`config.mk`:
```
export PLATFORM = sky130hd
export DESIGN_NAME = run_ctrl
export DESIGN_NICKNAME = d
export VERILOG_FILES = /design/src/rtl/run_ctrl.sv
export SDC_FILE = /design/constraint.sdc
export NUM_CORES = 1
export LEC_CHECK = 0
export CAP_MARGIN = 25
export CORE_ASPECT_RATIO = 1.75
export CORE_MARGIN = 2
export CORE_UTILIZATION = 43
export DETAILED_ROUTE_END_ITERATION = 16
export PLACE_DENSITY = 0.77
export SLEW_MARGIN = 20
export SYNTH_ARGS = -nofsm -noshare
export SYNTH_HDL_FRONTEND = slang
export SYNTH_SLANG_ARGS = --single-unit
```
`constraint.sdc`:
```
create_clock -name clk -period 2.1 [get_ports clk]
set_input_delay 0.21 -clock clk [delete_from_list [all_inputs] [get_ports clk]]
set_output_delay 0.21 -clock clk [all_outputs]
set_load 0.02 [all_outputs]
```
`src/rtl/run_ctrl.sv`:
```
// Run sequencer for a small CPU: snapshots operands, pulses CPU reset, streams
// operands into the CPU, then lets it run until a halt address or a cycle budget.
module run_ctrl #(
    parameter int DATA_W  = 32,
    parameter int NUM_OPS = 2,
    parameter int ADDR_W  = 8,
    parameter int CNT_W   = 16,
    parameter int RST_CYC = 2,
    localparam int IDX_W  = (NUM_OPS > 1) ? $clog2(NUM_OPS) : 1
) (
    input  logic                      clk,
    input  logic                      rst,
    input  logic                      start,
    input  logic [NUM_OPS*DATA_W-1:0] op_data,
    input  logic [ADDR_W-1:0]         halt_addr,
    input  logic [CNT_W-1:0]          max_cycles,
    input  logic [ADDR_W-1:0]         pc,
    output logic                      cpu_rst,
    output logic                      cpu_en,
    output logic                      ld_valid,
    output logic [IDX_W-1:0]          ld_idx,
    output logic [DATA_W-1:0]         ld_data,
    output logic                      busy,
    output logic                      done,
    output logic                      timeout,
    output logic [CNT_W-1:0]          cycles
);

    localparam int RC_W = (RST_CYC > 1) ? $clog2(RST_CYC) : 1;
    localparam logic [RC_W-1:0]  RC_LAST  = RC_W'(RST_CYC - 1);
    localparam logic [IDX_W-1:0] IDX_LAST = IDX_W'(NUM_OPS - 1);
    localparam logic [CNT_W-1:0] CNT_ONE  = CNT_W'(1);
    localparam logic [CNT_W-1:0] CNT_SAT  = '1;

    typedef enum logic [2:0] {
        IDLE,
        CRST,
        LOAD,
        RUN,
        FIN
    } state_t;

    state_t             state_q, state_d;
    logic [DATA_W-1:0]  ops_q [NUM_OPS];
    logic [DATA_W-1:0]  ops_d [NUM_OPS];
    logic [DATA_W-1:0]  op_word [NUM_OPS];
    logic [ADDR_W-1:0]  halt_q, halt_d;
    logic [CNT_W-1:0]   max_q, max_d;
    logic [RC_W-1:0]    rc_q, rc_d;
    logic [IDX_W-1:0]   idx_q, idx_d;
    logic [CNT_W-1:0]   cycles_q, cycles_d;
    logic               timeout_q, timeout_d;

    for (genvar gi = 0; gi < NUM_OPS; gi++) begin : g_unpack
        assign op_word[gi] = op_data[gi*DATA_W +: DATA_W];
    end

    always_comb begin
        state_d   = state_q;
        ops_d     = ops_q;
        halt_d    = halt_q;
        max_d     = max_q;
        rc_d      = rc_q;
        idx_d     = idx_q;
        cycles_d  = cycles_q;
        timeout_d = timeout_q;

        case (state_q)
            IDLE: begin
                if (start) begin
                    state_d   = CRST;
                    ops_d     = op_word;
                    halt_d    = halt_addr;
                    max_d     = max_cycles;
                    rc_d      = '0;
                    cycles_d  = '0;
                    timeout_d = 1'b0;
                end
            end
            CRST: begin
                if (rc_q == RC_LAST) begin
                    state_d = LOAD;
                    idx_d   = '0;
                end else begin
                    rc_d = rc_q + RC_W'(1);
                end
            end
            LOAD: begin
                if (idx_q == IDX_LAST) begin
                    state_d  = RUN;
                    cycles_d = CNT_ONE;
                end else begin
                    idx_d = idx_q + IDX_W'(1);
                end
            end
            RUN: begin
                // Halt is checked first so a coincident budget hit is not a timeout.
                if (pc == halt_q) begin
                    state_d   = FIN;
                    timeout_d = 1'b0;
                end else if ((max_q != '0) && (cycles_q == max_q)) begin
                    state_d   = FIN;
                    timeout_d = 1'b1;
                end else if (cycles_q != CNT_SAT) begin
                    cycles_d = cycles_q + CNT_ONE;
                end
            end
            FIN: begin
                state_d = IDLE;
            end
            default: begin
                state_d = IDLE;
            end
        endcase
    end

    always_ff @(posedge clk) begin
        if (rst) begin
            state_q   <= IDLE;
            halt_q    <= '0;
            max_q     <= '0;
            rc_q      <= '0;
            idx_q     <= '0;
            cycles_q  <= '0;
            timeout_q <= 1'b0;
            for (int i = 0; i < NUM_OPS; i++) begin
                ops_q[i] <= '0;
            end
        end else begin
            state_q   <= state_d;
            ops_q     <= ops_d;
            halt_q    <= halt_d;
            max_q     <= max_d;
            rc_q      <= rc_d;
            idx_q     <= idx_d;
            cycles_q  <= cycles_d;
            timeout_q <= timeout_d;
        end
    end

    assign cpu_rst  = (state_q == CRST);
    assign cpu_en   = (state_q == RUN);
    assign ld_valid = (state_q == LOAD);
    assign ld_idx   = ld_valid ? idx_q : '0;
    assign ld_data  = ld_valid ? ops_q[idx_q] : '0;
    assign busy     = (state_q != IDLE);
    assign done     = (state_q == FIN);
    assign timeout  = timeout_q;
    assign cycles   = cycles_q;

endmodule

```
Word-level counts from Yosys, hierarchy flattened
Cells that the tools add are included.
{ "totals": {"elab_cells": 68, "out_inout_bits": 55, "regBits": 110, "inputBits": 99} }
{ "classes": {"add_sub_neg": 3, "order_cmp": 1, "bitwise_logic": 1, "mux": 26, "n_reduce_logical": 14, "n_eq_ne": 14} }
{ "op_table": {"columns": ["operator", "count"], "rows": [
  ["two-way mux 32 bit", 4],
  ["two-way mux 16 bit", 5],
  ["case mux 16 bit (3 select lines)", 1],
  ["adder 16 x 1 -> 16 bit, second input constant", 1],
  ["equality test 16 bit", 1],
  ["inequality test 16 bit, second input constant", 1],
  ["nonzero test 16 bit", 1],
  ["two-way mux 3 bit", 5],
  ["case mux 3 bit (4 select lines)", 1],
  ["equality test 8 bit", 1],
  ["two-way mux 1 bit", 7],
  ["equality test 3 x 2 -> 1 bit, second input constant", 2],
  ["inequality test 2 x 1 -> 1 bit, second input constant", 3],
  ["inequality test 2 bit, second input constant", 3],
  ["case mux 1 bit (2 select lines)", 3],
  ["AND reduction 2 bit", 3],
  ["AND reduction 6 bit", 1],
  ["nonzero test 2 bit", 3],
  ["nonzero test 3 bit", 2],
  ["AND reduction 4 bit", 1],
  ["equality test 3 x 1 -> 1 bit, second input constant", 1],
  ["equality test 3 bit, second input constant", 1],
  ["zero test 3 bit", 1],
  ["inequality test 3 x 1 -> 1 bit, second input constant", 1],
  ["other kinds (5)", 6]
]} }

Logic depth before layout (Yosys ltp)
Gate-level depths: netlist of the first run.
{ "depth": {"word_depth": 5, "ltp_mapped": 10, "mapped_depth_nobuf": 7} }

Least setup slack after synthesis of the first run
Ideal clock, no wire load.
{ "synth_timing": {"kind": "register to register", "startpoint": "register cycles_q[0] (netlist: cycles[0])", "endpoint": "register cycles_q[12] (netlist: cycles[12])", "required_time_ps": 2038, "path_buffers": 1, "setup_time_ps": 62, "arrival_time_ps": 2224, "path_stages_with_launch": 8, "slack_ps": -187, "synth_period_minus_slack_ps": 2287, "cell_sequence": "dfxtp_1 ha_1 nand3_4 or2_1 buf_6 or4b_4 or4_1 nand3_1"} }
{ "synth_between": {"elab_chain_len": 5, "elab_cells_between_ends": 11, "classes_between": "add/sub (1); eq/ne (4); mux (4); reduce/logical (2)"} }
{ "synth_rtl": {"columns": ["element", "line_no", "text"], "rows": [
  ["start: declaration", "51", "logic [CNT_W-1:0] cycles_q, cycles_d;"],
  ["start signal: assignment", "136", "cycles_q <= cycles_d;"],
  ["adder 16 x 1 -> 16 bit", "105", "cycles_d = cycles_q + CNT_ONE;"],
  ["two-way mux 16 bit", "104", "end else if (cycles_q != CNT_SAT) begin"],
  ["two-way mux 16 bit", "101", "end else if ((max_q != '0) && (cycles_q == max_q)) begin"],
  ["two-way mux 16 bit", "98", "if (pc == halt_q) begin"],
  ["case mux 16 bit (3 select lines)", "68", "case (state_q)"]
]} }
Several ways; a longest one is shown, not always the timed one. The select of a mux whose other input is x is not followed.
A chain may end at the register's enable or synchronous reset.

Worst setup path in the final report of the first run
{ "layout_timing": {"startpoint": "register state_q[1]", "endpoint": "output port done"} }
{ "layout_between": {"elab_chain_len": 1} }
{ "layout_rtl": {"columns": ["element", "line_no", "text"], "rows": [
  ["start: declaration", "43", "state_t state_q, state_d;"],
  ["start signal: assignment", "130", "state_q <= state_d;"],
  ["equality test 3 bit", "147", "assign done = (state_q == FIN);"],
  ["end: declaration", "24", "output logic done,"]
]} }
Every way passes these cells.

==> results by group, run 1 <==
Finish
  • Share of layout cells above drive strength 1: 13.65%
  • Antenna diodes: 0
  • Final design utilization: 65.04%
  • Nets: roughly 950
  • Post-Layout Cell Count: about 1000
  • Area growth syn-to-layout: 47.12%
  • Design area: 7575 sq um

STA
  • Endpoints failing hold: 0
  • Setup ws final: -0.02892 ns
  • Tmin final: roughly 2.1 ns
  • Relative slew slack: between 50 and 60%
  • RSZ-0062 raised after global routing: true
  • Endpoints failing setup: 1
  • Slew Limit Fails: 0
  • Period utilization: 101.4%
  • Worst-Margin Slew: ~0.62 ns
  • Clock skew: around 0.011 ns
  • F_max: ~470 MHz

Synthesis
  • Cell count after synthesis: approximately 660
  • EDFF count, synth: 0
  • Post-synthesis sequential area ratio: between 40 and 50%
  • Post-synthesis net count: between 700 and 800
  • Synth unique cells: 57
  • Adder-cell share of the synthesized area: 0.2430%
  • Synth Flop Type: dfxtp_1
  • Async S/R FF share, synth: 0%
  • Ranking of synthesized cells by area: dfxtp_1 43%, nand2_1 14%, a21oi_1 9.5%
  • Compound-Gate Fraction of Synth Area: approximately 15%
  • Mapped cell area: ~5100 sq um
  • Yosys top cell by area: dfxtp_1
  • Post-synthesis xor/xnor area fraction: about 4.1%
  • Synth Area per Inst: around 7.8 sq um
  • Largest family of logic cells by synthesized area: simple AND/OR/NAND/NOR gates
  • Simple-gate share of the synthesized area: 26.34%
  • Seq cells post-synth: 110
  • Yosys warnings: 0
  • Synth top area share: a little over two fifths
  • Mux share of post-synthesis cell area: around 6.4%

Global route
  • First-pass GRT wire length: ~26 mm
  • Overflow after GRT: 0
  • Largest net degree at the start of global routing: between 80 and 90
  • Global Route Usage Sum: 25.77%
  • Antenna violations before repair: 0
  • Vias in the first global route: around 5400

Detailed routing
  • Vias per std cell: ~5.5
  • Residual DRC: 0
  • DRT Wirelength: roughly 17 mm
  • First-pass iteration count of the detailed router: 4
  • Wire per inst: 17.43 microns
  • 1st-iter DRT viols: 215
  • Via Count: roughly 5400
  • Routed Antenna Nets: 0

Power
  • Internal power: about 4.7 mW
  • Clk pwr share: a little over a fifth
  • IR drop worst, VDD: between 0.6 and 0.7 mV
  • Logic pwr share: 42.4%
  • Psw: 2.904 mW
  • Pwr dens: around 1000 nW/um^2
  • Design Power: ~7.6 mW
  • Part of the power in registers: 36.1%
  • Sw frac: a little under two fifths
  • Leakage dissipation: 3.122 nW

Floorplanning
  • Total core area: 11650 sq um
  • Total die area: roughly 13000 sq um
  • Row count: between 50 and 60
  • Number of I/O pins: between 150 and 200
  • DIE WIDTH: ~87 microns
  • Initial core utilization: about 44%
  • Die Span Y: between 100 and 150 microns

Status
  • Status: finished, violations left
  • Failing checks: negative setup slack

Placement
  • HPWL Detailed: 12.20 mm
  • Placed inst area: 7136 sq um
  • RePlAce Congestion: 0.9830
  • I/O Buffers: around 150
  • Placed cell count: roughly 960

Worst setup path
  • Worst R2R Setup Slack: approximately 0.050 ns
  • CP arrival: around 1.9 ns
  • Crit start category: register
  • Crit path capture type: primary output
  • Crit path kind: reg -> out
  • Data required time at the worst endpoint: about 1.9 ns
  • CP Max Fanout: 7

Clocking
  • Clock latency on the worst-skew pair: between 0.3 and 0.4 ns
  • Clock Pin Slew Worst Setup and Hold Paths: about 0.070 ns
  • CTS max path bufs: 2
  • CTS hold repair buffers: 0
  • Total clock sinks: between 100 and 150
  • CTS tree: yes
  • Root buffer cell: clkbuf_16
  • CTS Buf Count: 9
  • H-tree levels: 3

Worst hold path
  • Hold/Removal Path Class: in -> reg

Job
  • Max Cap Violations: 0
==> cell usage in the layout, fill, tap and decap left out, types with 3 or more instances in the layout <==
cell type / Yosys / layout
nand2_1: 195 / 194
clkdlybuf4s50_1: 0 / 118
dfxtp_1: 110 / 103
a21oi_1: 98 / 98
buf_4: 2 / 57
nor2_1: 47 / 46
mux2i_1: 32 / 32
dlygate4sd2_1: 0 / 23
xor2_1: 16 / 15
nand3_1: 13 / 12
dlymetal6s2s_1: 0 / 11
clkbuf_16: 0 / 10
inv_1: 9 / 9
xnor2_1: 8 / 8
nor4_1: 10 / 6
nand4_1: 6 / 6
o211ai_1: 5 / 5
nor4_2: 1 / 4
or4_1: 4 / 4
o21ai_0: 4 / 4
buf_12: 0 / 4
dfxtp_2: 0 / 4
or2_2: 3 / 3
and4_1: 3 / 3
or3_1: 3 / 3
a2bb2oi_1: 3 / 3
a21o_1: 3 / 3
nor3_1: 3 / 3
dfxtp_4: 0 / 3
==> routing by layer <==
layer  up-vias  track usage [%]  wire length [microns]
li1       2612                -                      -
met4         0            17.11                    940
met5         -                0                      0
met2       189            46.38                   9357
met1      2560            26.70                   6029
met3        54            4.206                    839
==> power by group through the flow <==
| stage | combinational [mW] | clock (mW) | sequential [mW] |
|---|---|---|---|
| floorplan | 1.83 | 0 | 2.72 |
| global placement | 2.91 | 0 | 2.74 |
| detailed placement | 2.97 | 0 | 2.76 |
| CTS | 2.99 | 1.67 | 2.72 |
| global route | 3.50 | 1.77 | 2.77 |
| finish | 3.21 | 1.63 | 2.73 |
==> cell families after synthesis <==
family | Yosys count
simple gates | 305
fa+ha+maj | 1
buf+inv | 55
compound gates | 135
mux | 33
flops | 110
xor+xnor | 24
==> sequential cells by signal, summed over array words and instances (netlist names) <==
name,cells
ops_q,64
timeout,1
cycles,16
halt_q,8
rc_q,1
state_q,3
max_q,16
idx_q,1
==> cell type report <==
type,instances,area [sq um]
fillers,1004,4071
multi-input cells,498,2800
flip-flops and latches,110,2218
repair buffers,215,2064
clock buffers,10,229.0
well taps,135,168.9
clock inverters,6,52.55
inverters,11,41.29
==> metrics by stage <==
step           hold WS [ns]  worst slack (ns)  setup TNS [ns]
2_1_floorplan        0.3460         0.0002485               0
3_3_place_gp         0.4413          -0.08280         -0.5090
3_5_place_dp         0.4456           -0.1976          -1.630
4_1_cts              0.1213          -0.01099        -0.01099
5_1_grt              0.1335           -0.1022         -0.4855
6_report             0.1356          -0.02892        -0.02892
==> critical path, cell delays in order (launching register included) <==
cell and delay (ns):
dfxtp_1 0.32, buf_4 0.16, nor3b_1 0.35, clkdlybuf4s50_1 0.74
==> synthesized netlist by cell type, drive strengths merged, types with 2 or more instances <==
master and instances:
a21oi 99, nand3 14, o21ai 4, inv 11
and3 3, or4b 2, clkbuf 33, o311ai 3
a2bb2oi 3, nand4 6, a211oi 2, xnor2 8
nor2 47, nand2b 2, a32oi 2, o41ai 2
a21o 4, nor4 11, and2 2, dfxtp 110
mux2i 32, nor3b 2, o22ai 2, o211ai 5
nand2 195, or4 5, buf 11, a2111oi 2
and4 3, xor2 16, nor3 5, or3 3
or2 5
==> final timing paths <==
path / depth (start not counted) / endpoint / from
setup / recovery: 3 / done / state_q[1]
setup reg to reg: 6 / cycles[0] / cycles[12]
hold reg to reg: 2 / ops_q[32] / ops_q[32]
hold / removal: 2 / timeout / rst
==> timing repair <==
action	4_1_cts	5_1_grt
endpoints found under the setup margin	59	115
resized for setup	31	34
setup buffers	2	1
gates cloned	0	2
hold endpoints to repair	0	0
pin swaps	0	4
Note: power is estimated with default switching activity, not from simulation.
==> run 2: changes to the inputs <==
--- a/config.mk
+++ b/config.mk
@@ -6,11 +6,13 @@
 export NUM_CORES = 1
 export LEC_CHECK = 0
 export CAP_MARGIN = 25
+export CELL_PAD_IN_SITES_DETAIL_PLACEMENT = 1
+export CELL_PAD_IN_SITES_GLOBAL_PLACEMENT = 1
 export CORE_ASPECT_RATIO = 1.75
 export CORE_MARGIN = 2
-export CORE_UTILIZATION = 43
+export CORE_UTILIZATION = 31
 export DETAILED_ROUTE_END_ITERATION = 16
-export PLACE_DENSITY = 0.77
+export PLACE_DENSITY_LB_ADDON = 0.1
 export SLEW_MARGIN = 20
 export SYNTH_ARGS = -nofsm -noshare
 export SYNTH_HDL_FRONTEND = slang
==> results by group, run 2 (synthesized netlist as in run 1, its figures left out) <==
Status
  • Status: completed (was finished, violations left)

Clocking
  • H-tree levels: 3 (unchanged)
  • CTS max path bufs: 2 (unchanged)
  • Clock Pin Slew Worst Setup and Hold Paths: 0.08 ns (was 0.07 ns)
  • CTS Buf Count: 9 (unchanged)
  • CTS hold repair buffers: 0 (unchanged)
  • Root buffer cell: clkbuf_16 (unchanged)
  • Clock latency on the worst-skew pair: 0.35 ns (about the same)
  • CTS tree: yes (unchanged)
  • Total clock sinks: 110 (unchanged)

Worst setup path
  • Worst R2R Start: cycles[0] (was cycles[12])
  • CP Max Fanout: 7 (unchanged)
  • Crit path kind: reg -> reg (was reg -> out)
  • Data required time at the worst endpoint: 2.39 ns (was 1.89 ns)
  • Crit start category: register (unchanged)
  • Crit path capture type: register (was primary output)
  • Worst R2R Setup Slack: 0.03 ns (was 0.05 ns)
  • Setup crit start: cycles[0] (was state_q[1])
  • CP arrival: 2.36 ns (was 1.92 ns)

Detailed routing
  • Routed Antenna Nets: 0 (unchanged)
  • DRT Wirelength: 19.30 mm (was 17.17 mm)
  • Vias per std cell: 4.983 (was 5.497)
  • Top layer in use: met4 (unchanged)
  • First-pass iteration count of the detailed router: 4 (unchanged)
  • 1st-iter DRT viols: 148 (was 215)
  • Routed met3 length: 630 microns (was 839 microns)
  • WL met1: 6.970 mm (was 6.029 mm)
  • Residual DRC: 0 (unchanged)
  • Wire per inst: 17.74 microns (was 17.43 microns)
  • DR WL met2: 10.86 mm (was 9.357 mm)
  • Via Count: 5421 (was 5415)

Finish
  • Reg with most FFs: ops_q (unchanged)
  • Max reg flops: 64 (unchanged)
  • Commonest cells after routing, fill and taps aside: 193 x nand2_1, 116 x clkdlybuf4s50_1, 99 x dfxtp_1, 97 x a21oi_1, 69 x buf_4 (was 194 x nand2_1, 118 x clkdlybuf4s50_1, 103 x dfxtp_1, 98 x a21oi_1, 57 x buf_4)
  • Design area: 7786 sq um (was 7575 sq um)
  • Commonest non-fill, non-tap cell in the layout: nand2_1 (unchanged)
  • Area growth syn-to-layout: 51.23% (was 47.12%)
  • Nets: 956 (was 945)
  • Share of layout cells above drive strength 1: 16.49% (was 13.65%)
  • Post-Layout Cell Count: 1088 (was 985)

Power
  • Design Power: 7.813 mW (was 7.565 mW)
  • Leakage dissipation: 3.030 nW (was 3.122 nW)
  • Pwr dens: 1004 nW/um^2 (was 998.7 nW/um^2)
  • IR drop worst, VDD: 0.4666 mV (was 0.6419 mV)

Worst hold path
  • HP Start: rst (unchanged)
  • Hold/Removal Path Class: in -> reg (unchanged)

Floorplanning
  • DIE WIDTH: 101.4 microns (was 86.72 microns)
  • Total die area: 17700 sq um (was 12900 sq um)
  • Die Span Y: 174.5 microns (was 148.8 microns)
  • Total core area: 16370 sq um (was 11650 sq um)
  • Number of I/O pins: 154 (unchanged)
  • Initial core utilization: 31.46% (was 44.21%)
  • Row count: 62 (was 52)

STA
  • Relative slew slack: 43.63% (was 58.39%)
  • Endpoints failing setup: 0 (was 1)
  • Worst-Margin Slew: 0.8455 ns (was 0.6241 ns)
  • Setup TNS: 0 ns (was -0.02892 ns)
  • Slew Limit Fails: 0 (unchanged)
  • F_max: 483.5 MHz (was 469.7 MHz)
  • Period utilization: 98.49% (was 101.4%)
  • Setup ws final: 0.03161 ns (was -0.02892 ns)
  • Tmin final: 2.068 ns (was 2.129 ns)
  • RSZ-0062 raised after global routing: true (unchanged)
  • Endpoints failing hold: 0 (unchanged)
  • Clock skew: 0.007835 ns (was 0.01111 ns)

Job
  • Max Cap Violations: 0 (unchanged)

Placement
  • I/O Buffers: 153 (unchanged)
  • HPWL Detailed: 14.53 mm (was 12.20 mm)
  • RePlAce Congestion: 0.9050 (was 0.9830)
  • Placed cell count: 1064 (was 964)
  • Dpl ws: -0.2317 ns (was -0.1976 ns)
  • Placed inst area: 7355 sq um (was 7136 sq um)

Global route
  • First-pass GRT wire length: 29.97 mm (was 26.10 mm)
  • Largest net degree at the start of global routing: 75 (was 87)
  • Overflow after GRT: 0 (unchanged)
  • Antenna violations before repair: 4 (was 0)
  • Global Route Usage Sum: 21.97% (was 25.77%)
  • Vias in the first global route: 5846 (was 5384)
## run 2: area by class of cell
cell class	instances	area (sq um)
Timing Repair Buffer	226	2083
Multi-Input combinational cell	498	2845
Sequential cell	110	2223
Clock inverter	6	76.32
Tap cell	224	280.3
Inverter	11	41.29
Antenna cell	3	7.507
Clock buffer	10	229.0
Fill cell	1971	8582
## run 2: path summary, 6_finish.rpt
path / to / cells past startpoint
worst min register to register: ops_q[30] / 2
worst max register to register: cycles[8] / 8
worst min-delay path: idx_q / 2
worst max-delay path: cycles[8] / 8
## run 2: worst max-delay path: stages (launching register included)
cell	delay (ns)
dfxtp_4	0.37
buf_4	0.17
xor2_1	0.19
nor4_1	0.08
and3_4	0.21
buf_4	0.16
and2_1	0.21
or4b_1	0.52
nand3_1	0.09
## run 2: power breakdown
part / internal, mW / leakage, nW / switching [mW]
sequential: 2.49 / 0.904 / 0.256
clock: 0.952 / 0.150 / 0.847
combinational: 1.38 / 1.98 / 1.89
## run 2: timing repair
action                                  4_1_cts  5_1_grt
hold endpoints to repair                      0        0
gates resized for setup                      47       43
buffers inserted                              2        3
pin swaps                                     0        4
endpoints found under the setup margin      120       28
gates cloned                                  0        0
## run 2: layer usage
| layer | track usage [%] | vias to the layer above |
|---|---|---|
| met2 | 41.25 | 124 |
| met1 | 22.43 | 2621 |
| met3 | 3.780 | 40 |
| met5 | 0 | - |
| li1 | - | 2636 |
| met4 | 11.26 | 0 |
## run 2: through the flow
step	util, %	hold slack (ns)
2_1_floorplan	-	0.3460
3_3_place_gp	44.93	0.4412
3_5_place_dp	44.93	0.4478
4_1_cts	46.87	0.09242
5_1_grt	47.57	0.09684
6_report	47.57	0.09817
==> run 3: changes to the inputs <==
--- a/config.mk
+++ b/config.mk
@@ -9,7 +9,7 @@
 export CELL_PAD_IN_SITES_DETAIL_PLACEMENT = 1
 export CELL_PAD_IN_SITES_GLOBAL_PLACEMENT = 1
 export CORE_ASPECT_RATIO = 1.75
-export CORE_MARGIN = 2
+export CORE_MARGIN = 1
 export CORE_UTILIZATION = 31
 export DETAILED_ROUTE_END_ITERATION = 16
 export PLACE_DENSITY_LB_ADDON = 0.1
==> results by group, run 3 (synthesized netlist as in run 1, its figures left out) <==
Status
  • Status: completed (unchanged)

Worst setup path
  • CP bufs+invs: 0 (was 2)
  • CP arrival: 2.36 ns (about the same)
  • Crit path kind: reg -> reg (unchanged)
  • Delay of the slowest critical-path stage: 0.39 ns (was 0.52 ns)
  • Crit start category: register (unchanged)
  • Family with the most delay on the worst path: simple AND/OR/NAND/NOR gates (unchanged)
  • Crit path capture type: register (unchanged)
  • Data required time at the worst endpoint: 2.38 ns (was 2.39 ns)
  • Slowest CP cell: dfxtp_4 (was or4b_1)
  • Critical-path cell list: ha_4, nand3_4, or2_4, or3_1, a221oi_1, and4_1, o21bai_1 (was buf_4, xor2_1, nor4_1, and3_4, buf_4, and2_1, or4b_1, nand3_1)
  • CP Max Fanout: 5 (was 7)

Power
  • Logic pwr share: 43.8% (was 41.9%)
  • IR drop worst, VDD: 0.5900 mV (was 0.4666 mV)
  • Internal power: 4.833 mW (was 4.822 mW)
  • Sw frac: 38.49% (was 38.28%)
  • Pwr dens: 1010 nW/um^2 (was 1004 nW/um^2)
  • Part of the power in registers: 35.0% (was 35.1%)
  • Leakage dissipation: 3.086 nW (was 3.030 nW)
  • Clk pwr share: 21.1% (was 23.0%)
  • Psw: 3.024 mW (was 2.991 mW)

Placement
  • Placed inst area: 7415 sq um (was 7355 sq um)
  • Placed cell count: 1037 (was 1064)
  • RePlAce Congestion: 0.8770 (was 0.9050)
  • Dpl ws: -0.2020 ns (was -0.2317 ns)
  • I/O Buffers: 153 (unchanged)
  • HPWL Detailed: 14.38 mm (was 14.53 mm)

Floorplanning
  • Row count: 62 (unchanged)
  • Initial core utilization: 31.61% (was 31.46%)
  • Total core area: 16290 sq um (was 16370 sq um)
  • Die Span Y: 172.5 microns (was 174.5 microns)
  • Total die area: 17150 sq um (was 17700 sq um)
  • DIE WIDTH: 99.42 microns (was 101.4 microns)
  • Number of I/O pins: 154 (unchanged)

Worst hold path
  • Hold/Removal Path Class: in -> reg (unchanged)

Detailed routing
  • Wire per inst: 17.93 microns (was 17.74 microns)
  • Residual DRC: 0 (unchanged)
  • Vias per std cell: 5.135 (was 4.983)
  • 1st-iter DRT viols: 156 (was 148)
  • Routed Antenna Nets: 0 (unchanged)
  • Via Count: 5412 (was 5421)
  • First-pass iteration count of the detailed router: 4 (unchanged)
  • DRT Wirelength: 18.90 mm (was 19.30 mm)

Finish
  • Max reg flops: 64 (unchanged)
  • Area growth syn-to-layout: 51.03% (was 51.23%)
  • Nets: 957 (was 956)
  • Design area: 7776 sq um (was 7786 sq um)
  • Post-Layout Cell Count: 1054 (was 1088)
  • Commonest cells after routing, fill and taps aside: 194 x nand2_1, 116 x clkdlybuf4s50_1, 100 x dfxtp_1, 97 x a21oi_1, 64 x buf_4 (was 193 x nand2_1, 116 x clkdlybuf4s50_1, 99 x dfxtp_1, 97 x a21oi_1, 69 x buf_4)
  • Antenna diodes: 0 (was 3)
  • Commonest non-fill, non-tap cell in the layout: nand2_1 (unchanged)
  • Reg with most FFs: ops_q (unchanged)
  • Share of layout cells above drive strength 1: 15.55% (was 16.49%)

Global route
  • Vias in the first global route: 5830 (was 5846)
  • Global Route Usage Sum: 22.46% (was 21.97%)
  • Largest net degree at the start of global routing: 74 (was 75)
  • Overflow after GRT: 0 (unchanged)
  • Antenna violations before repair: 0 (was 4)
  • First-pass GRT wire length: 29.68 mm (was 29.97 mm)

Job
  • Max Cap Violations: 0 (unchanged)

Clocking
  • CTS tree: yes (unchanged)
  • Clock Pin Slew Worst Setup and Hold Paths: 0.08 ns (about the same)
  • Total clock sinks: 110 (unchanged)
  • CTS max path bufs: 2 (unchanged)
  • Root buffer cell: clkbuf_16 (unchanged)
  • CTS Buf Count: 9 (unchanged)
  • CTS hold repair buffers: 0 (unchanged)
  • H-tree levels: 3 (unchanged)
  • Clock latency on the worst-skew pair: 0.35 ns (about the same)

STA
  • RSZ-0062 raised after global routing: true (unchanged)
  • Period utilization: 99.23% (was 98.49%)
  • F_max: 479.9 MHz (was 483.5 MHz)
  • Slew Limit Fails: 0 (unchanged)
  • Endpoints failing setup: 0 (unchanged)
  • Relative slew slack: 43.24% (was 43.63%)
  • Tmin final: 2.084 ns (was 2.068 ns)
  • Setup ws final: 0.01626 ns (was 0.03161 ns)
  • Endpoints failing hold: 0 (unchanged)
  • Worst-Margin Slew: 0.8514 ns (was 0.8455 ns)
  • Clock skew: 0.01125 ns (was 0.007835 ns)
[run 3: path summary, 6_finish.rpt]
check | end | slack, ns | cells past startpoint | from
worst max register to register | cycles[14] | 0.02 | 7 | cycles[0]
worst max-delay path | cycles[14] | 0.02 | 7 | cycles[0]
worst min register to register | ops_q[1] | 0.46 | 2 | ops_q[1]
worst min-delay path | state_q[0] | 0.37 | 4 | rst
[run 3: repair_timing]
| item | CTS | global route |
|---|---|---|
| resized for setup | 49 | 17 |
| endpoints found under the setup margin | 53 | 103 |
| setup buffers | 0 | 1 |
| cloned | 0 | 0 |
| pin swaps | 1 | 9 |
[run 3: layer usage]
metal | vias to the layer above | GRT usage [%] | wire, microns
met5 | - | 0 | 0
met4 | 0 | 10.17 | 688
met3 | 31 | 3.355 | 503
met1 | 2623 | 22.68 | 7004
li1 | 2640 | - | -
met2 | 118 | 44.47 | 10700
[run 3: cell type report]
| cell class | count | area [sq um] |
|---|---|---|
| Sequential cell | 110 | 2220 |
| Timing Repair Buffer | 227 | 2172 |
| Fill cell | 1955 | 8514 |
| Clock inverter | 6 | 53.80 |
| Multi-Input combinational cell | 498 | 2820 |
| Inverter | 11 | 41.29 |
| Tap cell | 192 | 240.2 |
| Clock buffer | 10 | 229.0 |
[run 3: power by group through the flow]
| stage | clock network (mW) | registers [mW] | logic (mW) |
|---|---|---|---|
| floorplan | 0 | 2.72 | 1.83 |
| global placement | 0 | 2.75 | 3.32 |
| detailed placement | 0 | 2.78 | 3.41 |
| CTS | 1.73 | 2.75 | 3.45 |
| global route | 1.80 | 2.80 | 3.77 |
| finish | 1.66 | 2.75 | 3.44 |
[run 3: through the flow]
| step | hold WS (ns) | setup TNS (ns) | util (%) | power [mW] |
|---|---|---|---|---|
| final | 0.3727 | 0 | 47.73 | 7.856 |
| after detailed placement | 0.4478 | -2.350 | 45.51 | 6.191 |
| after floorplan | 0.3460 | 0 | - | 4.548 |
| after CTS | 0.3507 | 0 | 47.33 | 7.922 |
| after global placement | 0.4418 | -1.611 | 45.51 | 6.071 |
| after global routing | 0.3859 | -0.04010 | 47.73 | 8.372 |
[run 3: tightest hold or removal path: stages]
cell	delay (ns)
buf_4	0.10
inv_1	0.16
o21ai_0	0.14
a21oi_1	0.05
